<file path="src/rtl/bram_uart_mover_if.sv">
// rtl/bram_uart_mover_if.sv - command, BRAM, UART byte and status signals of bram_uart_mover
// master is the controller/BRAM/UART side, slave is the mover itself.
interface bram_uart_mover_if #(
  parameter int ADDR_W = 16,
  parameter int DATA_W = 8
);
  logic              cmd_valid;
  logic              cmd_ready;
  logic [1:0]        cmd_op;
  logic [ADDR_W-1:0] cmd_start_addr;
  logic [ADDR_W-1:0] cmd_end_addr;
  logic [DATA_W-1:0] cmd_fill;
  logic              abort;
  logic              bram_en;
  logic              bram_we;
  logic [ADDR_W-1:0] bram_addr;
  logic [DATA_W-1:0] bram_wdata;
  logic [DATA_W-1:0] bram_rdata;
  logic [7:0]        tx_byte;
  logic              tx_valid;
  logic              tx_ready;
  logic [7:0]        rx_byte;
  logic              rx_valid;
  logic              busy;
  logic              done;
  logic              err;

  modport master (
    output cmd_valid, cmd_op, cmd_start_addr, cmd_end_addr, cmd_fill, abort,
    output bram_rdata, tx_ready, rx_byte, rx_valid,
    input  cmd_ready, bram_en, bram_we, bram_addr, bram_wdata, tx_byte, tx_valid,
    input  busy, done, err
  );

  modport slave (
    input  cmd_valid, cmd_op, cmd_start_addr, cmd_end_addr, cmd_fill, abort,
    input  bram_rdata, tx_ready, rx_byte, rx_valid,
    output cmd_ready, bram_en, bram_we, bram_addr, bram_wdata, tx_byte, tx_valid,
    output busy, done, err
  );
endinterface

</file>
<file path="src/rtl/bram_uart_mover.sv">
// rtl/bram_uart_mover.sv - command-driven mover between block RAM and UART byte streams
// READ streams words to tx LSB first, WRITE packs rx bytes into words, FILL writes a constant.
module bram_uart_mover #(
  parameter int  ADDR_W         = 16,
  parameter int  BYTES_PER_WORD = 1,
  parameter int  RD_LATENCY     = 1,
  localparam int DATA_W         = 8 * BYTES_PER_WORD
) (
  input  logic             clk,
  input  logic             rst_n,
  bram_uart_mover_if.slave bus
);
  typedef enum logic [2:0] {
    S_IDLE, S_RD_REQ, S_RD_WAIT, S_TX_SEND, S_WR_COLLECT, S_FILL, S_FINISH
  } state_t;

  state_t            r_state, w_next;
  logic [ADDR_W-1:0] r_addr, r_end;
  logic [DATA_W-1:0] r_fill, r_rdata, r_asm, r_wword, w_asm_word;
  logic [1:0]        r_bidx, r_cnt;
  logic              r_lat, r_fail, r_commit, r_abort_err;
  logic              w_accept, w_bad, w_abort, w_at_end, w_tx_hs, w_last_byte;
  logic              w_lat_done, w_commit, w_last_commit, w_rx_take, w_word_full;

  assign w_accept      = (r_state == S_IDLE) && bus.cmd_valid;
  assign w_bad         = (bus.cmd_start_addr > bus.cmd_end_addr) || (bus.cmd_op == 2'b11);
  assign w_abort       = bus.abort && (r_state != S_IDLE);
  assign w_at_end      = (r_addr == r_end);
  assign w_tx_hs       = (r_state == S_TX_SEND) && bus.tx_ready;
  assign w_last_byte   = (r_bidx == 2'(BYTES_PER_WORD - 1));
  assign w_lat_done    = (r_lat == 1'(RD_LATENCY - 1));
  assign w_commit      = (r_state == S_WR_COLLECT) && r_commit;
  assign w_last_commit = w_commit && w_at_end;
  // Bytes arriving while the final word is being committed belong to no word.
  assign w_rx_take     = (r_state == S_WR_COLLECT) && bus.rx_valid && !w_last_commit;
  assign w_word_full   = w_rx_take && (r_cnt == 2'(BYTES_PER_WORD - 1));

  always_comb begin
    w_asm_word = r_asm;
    w_asm_word[DATA_W-8 +: 8] = bus.rx_byte;
  end

  always_ff @(posedge clk or negedge rst_n) begin
    if (!rst_n) r_state <= S_IDLE;
    else        r_state <= w_next;
  end

  always_comb begin
    w_next = r_state;
    if (w_abort) begin
      w_next = S_IDLE;
    end else begin
      case (r_state)
        S_IDLE: begin
          if (w_accept) begin
            if (w_bad) begin
              w_next = S_FINISH;
            end else begin
              case (bus.cmd_op)
                2'b00:   w_next = S_RD_REQ;
                2'b01:   w_next = S_WR_COLLECT;
                default: w_next = S_FILL;
              endcase
            end
          end
        end
        S_RD_REQ:     w_next = S_RD_WAIT;
        S_RD_WAIT:    if (w_lat_done) w_next = S_TX_SEND;
        S_TX_SEND:    if (w_tx_hs && w_last_byte) w_next = w_at_end ? S_FINISH : S_RD_REQ;
        S_WR_COLLECT: if (w_last_commit) w_next = S_FINISH;
        S_FILL:       if (w_at_end) w_next = S_FINISH;
        default:      w_next = S_IDLE;
      endcase
    end
  end

  always_comb begin
    bus.cmd_ready  = (r_state == S_IDLE);
    bus.busy       = (r_state != S_IDLE);
    bus.done       = (r_state == S_FINISH) && !r_fail;
    bus.err        = ((r_state == S_FINISH) && r_fail) || r_abort_err;
    bus.bram_en    = 1'b0;
    bus.bram_we    = 1'b0;
    bus.bram_addr  = '0;
    bus.bram_wdata = '0;
    bus.tx_valid   = 1'b0;
    bus.tx_byte    = 8'h00;
    case (r_state)
      S_RD_REQ: begin
        bus.bram_en   = 1'b1;
        bus.bram_addr = r_addr;
      end
      S_TX_SEND: begin
        bus.tx_valid = 1'b1;
        bus.tx_byte  = r_rdata[{r_bidx, 3'b000} +: 8];
      end
      S_WR_COLLECT: begin
        if (r_commit) begin
          bus.bram_en    = 1'b1;
          bus.bram_we    = 1'b1;
          bus.bram_addr  = r_addr;
          bus.bram_wdata = r_wword;
        end
      end
      S_FILL: begin
        bus.bram_en    = 1'b1;
        bus.bram_we    = 1'b1;
        bus.bram_addr  = r_addr;
        bus.bram_wdata = r_fill;
      end
      default: ;
    endcase
  end

  always_ff @(posedge clk or negedge rst_n) begin
    if (!rst_n) begin
      r_addr      <= '0;
      r_end       <= '0;
      r_fill      <= '0;
      r_rdata     <= '0;
      r_asm       <= '0;
      r_wword     <= '0;
      r_bidx      <= '0;
      r_cnt       <= '0;
      r_lat       <= 1'b0;
      r_fail      <= 1'b0;
      r_commit    <= 1'b0;
      r_abort_err <= 1'b0;
    end else begin
      r_abort_err <= w_abort;
      if (w_accept) begin
        r_addr   <= bus.cmd_start_addr;
        r_end    <= bus.cmd_end_addr;
        r_fill   <= bus.cmd_fill;
        r_fail   <= w_bad;
        r_bidx   <= '0;
        r_cnt    <= '0;
        r_lat    <= 1'b0;
        r_commit <= 1'b0;
        r_asm    <= '0;
      end
      if (w_abort) begin
        r_commit <= 1'b0;
        r_cnt    <= '0;
        r_asm    <= '0;
      end else begin
        case (r_state)
          S_RD_WAIT: begin
            if (w_lat_done) begin
              r_rdata <= bus.bram_rdata;
              r_lat   <= 1'b0;
            end else begin
              r_lat <= r_lat + 1'b1;
            end
          end
          S_TX_SEND: begin
            if (w_tx_hs) begin
              if (w_last_byte) begin
                r_bidx <= '0;
                if (!w_at_end) r_addr <= r_addr + 1'b1;
              end else begin
                r_bidx <= r_bidx + 2'd1;
              end
            end
          end
          S_WR_COLLECT: begin
            if (w_commit && !w_at_end) r_addr <= r_addr + 1'b1;
            r_commit <= w_word_full;
            if (w_rx_take) begin
              if (w_word_full) begin
                r_wword <= w_asm_word;
                r_cnt   <= '0;
              end else begin
                r_asm[{r_cnt, 3'b000} +: 8] <= bus.rx_byte;
                r_cnt <= r_cnt + 2'd1;
              end
            end
          end
          S_FILL: if (!w_at_end) r_addr <= r_addr + 1'b1;
          default: ;
        endcase
      end
    end
  end
endmodule
</file>
<file path="src/flat_wrapper.sv">
// flat-port wrapper written by rule: the top's interface ports become plain ports
module bram_uart_mover_flat 
#(
  parameter int  ADDR_W         = 16,
  parameter int  BYTES_PER_WORD = 1,
  parameter int  RD_LATENCY     = 1,
  localparam int DATA_W         = 8 * BYTES_PER_WORD
)
  (clk, rst_n, bus_cmd_valid, bus_cmd_op, bus_cmd_start_addr, bus_cmd_end_addr, bus_cmd_fill, bus_abort, bus_bram_rdata, bus_tx_ready, bus_rx_byte, bus_rx_valid, bus_cmd_ready, bus_bram_en, bus_bram_we, bus_bram_addr, bus_bram_wdata, bus_tx_byte, bus_tx_valid, bus_busy, bus_done, bus_err);
  bram_uart_mover_if #(.ADDR_W(ADDR_W)) bus_i ();
  input  logic clk;
  input  logic rst_n;
  input wire logic [$bits(bus_i.cmd_valid)-1:0] bus_cmd_valid;
  input wire logic [$bits(bus_i.cmd_op)-1:0] bus_cmd_op;
  input wire logic [$bits(bus_i.cmd_start_addr)-1:0] bus_cmd_start_addr;
  input wire logic [$bits(bus_i.cmd_end_addr)-1:0] bus_cmd_end_addr;
  input wire logic [$bits(bus_i.cmd_fill)-1:0] bus_cmd_fill;
  input wire logic [$bits(bus_i.abort)-1:0] bus_abort;
  input wire logic [$bits(bus_i.bram_rdata)-1:0] bus_bram_rdata;
  input wire logic [$bits(bus_i.tx_ready)-1:0] bus_tx_ready;
  input wire logic [$bits(bus_i.rx_byte)-1:0] bus_rx_byte;
  input wire logic [$bits(bus_i.rx_valid)-1:0] bus_rx_valid;
  output wire logic [$bits(bus_i.cmd_ready)-1:0] bus_cmd_ready;
  output wire logic [$bits(bus_i.bram_en)-1:0] bus_bram_en;
  output wire logic [$bits(bus_i.bram_we)-1:0] bus_bram_we;
  output wire logic [$bits(bus_i.bram_addr)-1:0] bus_bram_addr;
  output wire logic [$bits(bus_i.bram_wdata)-1:0] bus_bram_wdata;
  output wire logic [$bits(bus_i.tx_byte)-1:0] bus_tx_byte;
  output wire logic [$bits(bus_i.tx_valid)-1:0] bus_tx_valid;
  output wire logic [$bits(bus_i.busy)-1:0] bus_busy;
  output wire logic [$bits(bus_i.done)-1:0] bus_done;
  output wire logic [$bits(bus_i.err)-1:0] bus_err;
  assign bus_i.cmd_valid = bus_cmd_valid;
  assign bus_i.cmd_op = bus_cmd_op;
  assign bus_i.cmd_start_addr = bus_cmd_start_addr;
  assign bus_i.cmd_end_addr = bus_cmd_end_addr;
  assign bus_i.cmd_fill = bus_cmd_fill;
  assign bus_i.abort = bus_abort;
  assign bus_i.bram_rdata = bus_bram_rdata;
  assign bus_i.tx_ready = bus_tx_ready;
  assign bus_i.rx_byte = bus_rx_byte;
  assign bus_i.rx_valid = bus_rx_valid;
  assign bus_cmd_ready = bus_i.cmd_ready;
  assign bus_bram_en = bus_i.bram_en;
  assign bus_bram_we = bus_i.bram_we;
  assign bus_bram_addr = bus_i.bram_addr;
  assign bus_bram_wdata = bus_i.bram_wdata;
  assign bus_tx_byte = bus_i.tx_byte;
  assign bus_tx_valid = bus_i.tx_valid;
  assign bus_busy = bus_i.busy;
  assign bus_done = bus_i.done;
  assign bus_err = bus_i.err;
  bram_uart_mover #(.ADDR_W(ADDR_W), .BYTES_PER_WORD(BYTES_PER_WORD), .RD_LATENCY(RD_LATENCY)) u_core (.clk(clk), .rst_n(rst_n), .bus(bus_i));
endmodule
</file>
<file path="config.mk">
export PLATFORM = sky130hd
export DESIGN_NAME = bram_uart_mover_flat
export DESIGN_NICKNAME = d
export VERILOG_FILES = /design/src/rtl/bram_uart_mover_if.sv /design/src/rtl/bram_uart_mover.sv /design/src/flat_wrapper.sv
export SDC_FILE = /design/constraint.sdc
export NUM_CORES = 1
export LEC_CHECK = 0
export ABC_CLOCK_PERIOD_IN_PS = 2750
export CORE_MARGIN = 2
export CORE_UTILIZATION = 50
export DETAILED_ROUTE_END_ITERATION = 7
export GPL_ROUTABILITY_DRIVEN = 0
export GPL_TIMING_DRIVEN = 0
export PLACE_DENSITY_LB_ADDON = 0.25
export SETUP_SLACK_MARGIN = 0.15
export SLEW_MARGIN = 25
export SYNTH_ARGS = -nofsm -noshare
export SYNTH_HDL_FRONTEND = slang
export SYNTH_SLANG_ARGS = --single-unit
</file>
<file path="constraint.sdc">
create_clock -name clk -period 2.75 [get_ports clk]
set_clock_uncertainty 0.2 [all_clocks]
set_input_delay 0.4125 -clock clk [delete_from_list [all_inputs] [get_ports clk]]
set_output_delay 0.4125 -clock clk [all_outputs]
set_load 0.005 [all_outputs]
</file>
==> results.yml <==
placed_design:
  dp_hpwl_um: 8105
  portBuffers: 102
  place_area_um2: 5209
  place_inst: 647
worst_setup_path:
  worst-setup-path-type: "in2reg"
  reg2reg_from: "u_core.r_state[1]$_DFFE_PN0P_"
  cp_num_buf_inv: 2
  crit_path_max_incr_delay_ns: 0.46
  critPathSlowestCell: "clkdlybuf4s50_1"
  worst-path-max-fanout: 4
  crit_family: "compound AO/OA/AOI/OAI gates"
  cp-start-kind: "input pin"
  worstSetupEndpointType: "flip-flop"
  arrival_ns: 2.63
  crit_chain: "clkdlybuf4s50_1, inv_1, ha_1, and4_1, a21oi_1, o221ai_2, a211o_1, a221oi_1, o22ai_1"
  crit_start: "bus_cmd_end_addr[15]"
  cp.required_ns: 2.76
routing:
  wl_um: 11690
  route.vias.total: 3920
  initialDrtViolationCount: 339
  vias_per_cell: 5.782
  drc: 0
  drtAntennaViolNets: 0
  wl_per_cell_um: 17.23
  first_pass_iters: 6
synth:
  yosys_warnings: 0
  synth-seq-area-share_pct: 41.47
  ys.flop_type: "dfrtp_1"
  mappedNetlistArea_um2: 4043
  synth_edf_count: 0
  ys_types: 57
  synth_nets: 526
  avgSynthCellArea_um2: 9.146
  synthArstFlopShare_pct: 100.0
  synth_seq_cells: 67
  syn_inst: 442
die:
  start_util_pct: 52.05
  die-area_um2: 8821
  row_count: 32
  die_height_um: 93.92
  io_pins: 103
  die_w_um: 93.92
  core_area_um2: 7767
clocking:
  clock_latency_ns: 0.36
  cts_tree: "built"
  clk_pin_slew_ns: 0.07
  clock-root-buffer: "clkbuf_8"
  cts_buffers: 9
  cts_buffer_depth: 2
  cts_max_level: 3
  clkSinkCount: 67
global_routing:
  grt_pass1_wl_um: 18220
  first_global_vias: 3839
  grt_overflow: 0
  grt_usage_pct: 26.70
  antenna_found_initial: 0
  grt_max_degree: 36
cells_and_area:
  drive_gt1_share_pct: 15.80
  utilization_pct: 72.94
  nNetsFinal: 655
  final-instance-count-excl-fill: 678
  stdcell_area_um2: 5665
  syn_to_final_growth_pct: 40.14
  antenna_cells: 0
power:
  ir_drop_uv: 527.1
  leakage_nw: 2.708
  pwr_density_cell_nw_per_um2: 946.0
sta:
  hold_viol_final: 0
  maxSlewHeadroom_pct: 39.78
  period_share_pct: 95.07
  tightest_slew_ns: 0.8964
  fmax_mhz: 382.5
  setup_viol: 0
  rsz0062_at_grt: "true"
  fin_crit_ns: 2.614
  slew_violations: 0
run_status:
  status: "finished, final reports clean"
hold_path:
  hold_start: "u_core.r_fill[3]$_DFFE_PN0P_"
  min_path_type: "reg2reg"
flow_run:
  cap_violations: 0
## worst paths after layout
| path | end | slack [ns] | cells past startpoint |
|---|---|---|---|
| worst min register to register | u_core.r_fill[3]$_DFFE_PN0P_ | 0.28 | 2 |
| worst max register to register | u_core.r_addr[6]$_DFF_PN0_ | 0.23 | 9 |
| worst min-delay path | u_core.r_fill[3]$_DFFE_PN0P_ | 0.28 | 2 |
| max in group asynchronous | u_core.r_state[1]$_DFFE_PN0P_ | 1.47 | 3 |
| min in group asynchronous | u_core.r_end[11]$_DFFE_PN0P_ | 0.34 | 2 |
| worst max-delay path | u_core.r_state[1]$_DFFE_PN0P_ | 0.14 | 9 |
## area by class of cell
class,count,area [um2]
plain buffers,22,157.7
well taps,102,127.6
flip-flops and latches,67,1677
fillers,590,2102
inverters,36,138.9
clock inverters,6,90.09
multi-input cells,318,2226
clock buffers,10,127.6
repair buffers,117,1121
## kinds of logic after synthesis
kind of cell | Yosys count | synth area share (%)
AOI/OAI and AO/OA | 106 | 17.86
DFF | 67 | 41.47
and+or+nand+nor | 159 | 19.59
buffers and inverters | 58 | 6.221
xor gates and xnor gates | 16 | 3.466
adders and majority gates | 20 | 6.190
muxes | 16 | 5.200
## flip-flops by register name, indices dropped and copies added (netlist names), 2 cells and up
signal	count
u_core.r_fill	8
u_core.r_end	16
u_core.r_state	3
u_core.r_rdata	8
u_core.r_bidx	2
u_core.r_addr	16
u_core.r_cnt	2
u_core.r_wword	8
## cell usage after synthesis, types with 4 or more instances
cell type	number	share of area, %
nor4_1	4	0.62
xor2_1	16	3.5
clkbuf_1	12	1.1
and3_1	6	0.93
o21ai_0	23	2.8
ha_1	20	6.2
nor3_1	8	0.99
a21o_1	5	0.93
buf_2	6	0.74
nor2_1	25	2.3
nand4_1	6	0.93
o21a_1	5	0.93
nand2_1	61	5.7
a21oi_1	24	3.0
nand3_1	11	1.4
mux2_2	8	2.2
dfrtp_1	67	41
a22o_1	9	1.9
nor2b_1	13	2.0
and2_1	9	1.4
a31oi_1	5	0.77
inv_1	36	3.3
mux2_4	8	3.0
## placed cells by master, fill, tap and decap left out, types with 11 or more instances in the layout
cell / count
dfrtp_1: 67
nor2b_1: 11
ha_1: 20
inv_1: 34
clkdlybuf4s50_1: 67
clkbuf_8: 13
o21ai_0: 23
buf_4: 13
nor2_1: 24
a21oi_1: 20
xor2_1: 16
nand2_1: 61
dlygate4sd2_1: 32
## worst register-to-register path, cell delays in order, from the launching register on
cell and delay [ns]:
dfrtp_1 0.40, buf_4 0.14, nand3b_1 0.23, buf_4 0.17, inv_2 0.06, a21oi_2 0.17
and3_4 0.25, nand2_1 0.25, o21ba_2 0.30, o221a_2 0.24
## through the flow
stage	setup WS, ns	hold WS (ns)	TNS, ns	power (W)
after global routing	0.09407	0.3158	0	0.005705
after detailed placement	-0.6576	0.1827	-8.648	0.004171
final	0.1355	0.2822	0	0.005360
after floorplan	0.5572	-0.08309	0	0.003274
after CTS	0.1540	0.2887	0	0.005207
after global placement	-1.189	0.2602	-87.44	0.004087
## timing repair
item                                    CTS  global route
hold buffers                              1             0
gates resized for setup                  57            21
pin swaps                                10             7
endpoints found under the hold margin    32             0
setup buffers                             9             3
gates cloned                              2             0
endpoints found under the setup margin   46            36
## per-layer routing
metal	up-vias	wire [um]	global-route usage [%]
met3	34	939	5.056
met2	201	5527	41.67
met5	-	0	0
met4	0	294	11.71
li1	1811	-	-
met1	1874	4923	36.26
## power breakdown
part           internal (W)  switching, W  total (W)  leakage (nW)
sequential          0.00143      0.000338    0.00177         0.809
clock              0.000512      0.000401   0.000913         0.106
combinational       0.00126       0.00142    0.00268          1.79
Power figures use the tool's default switching activity.
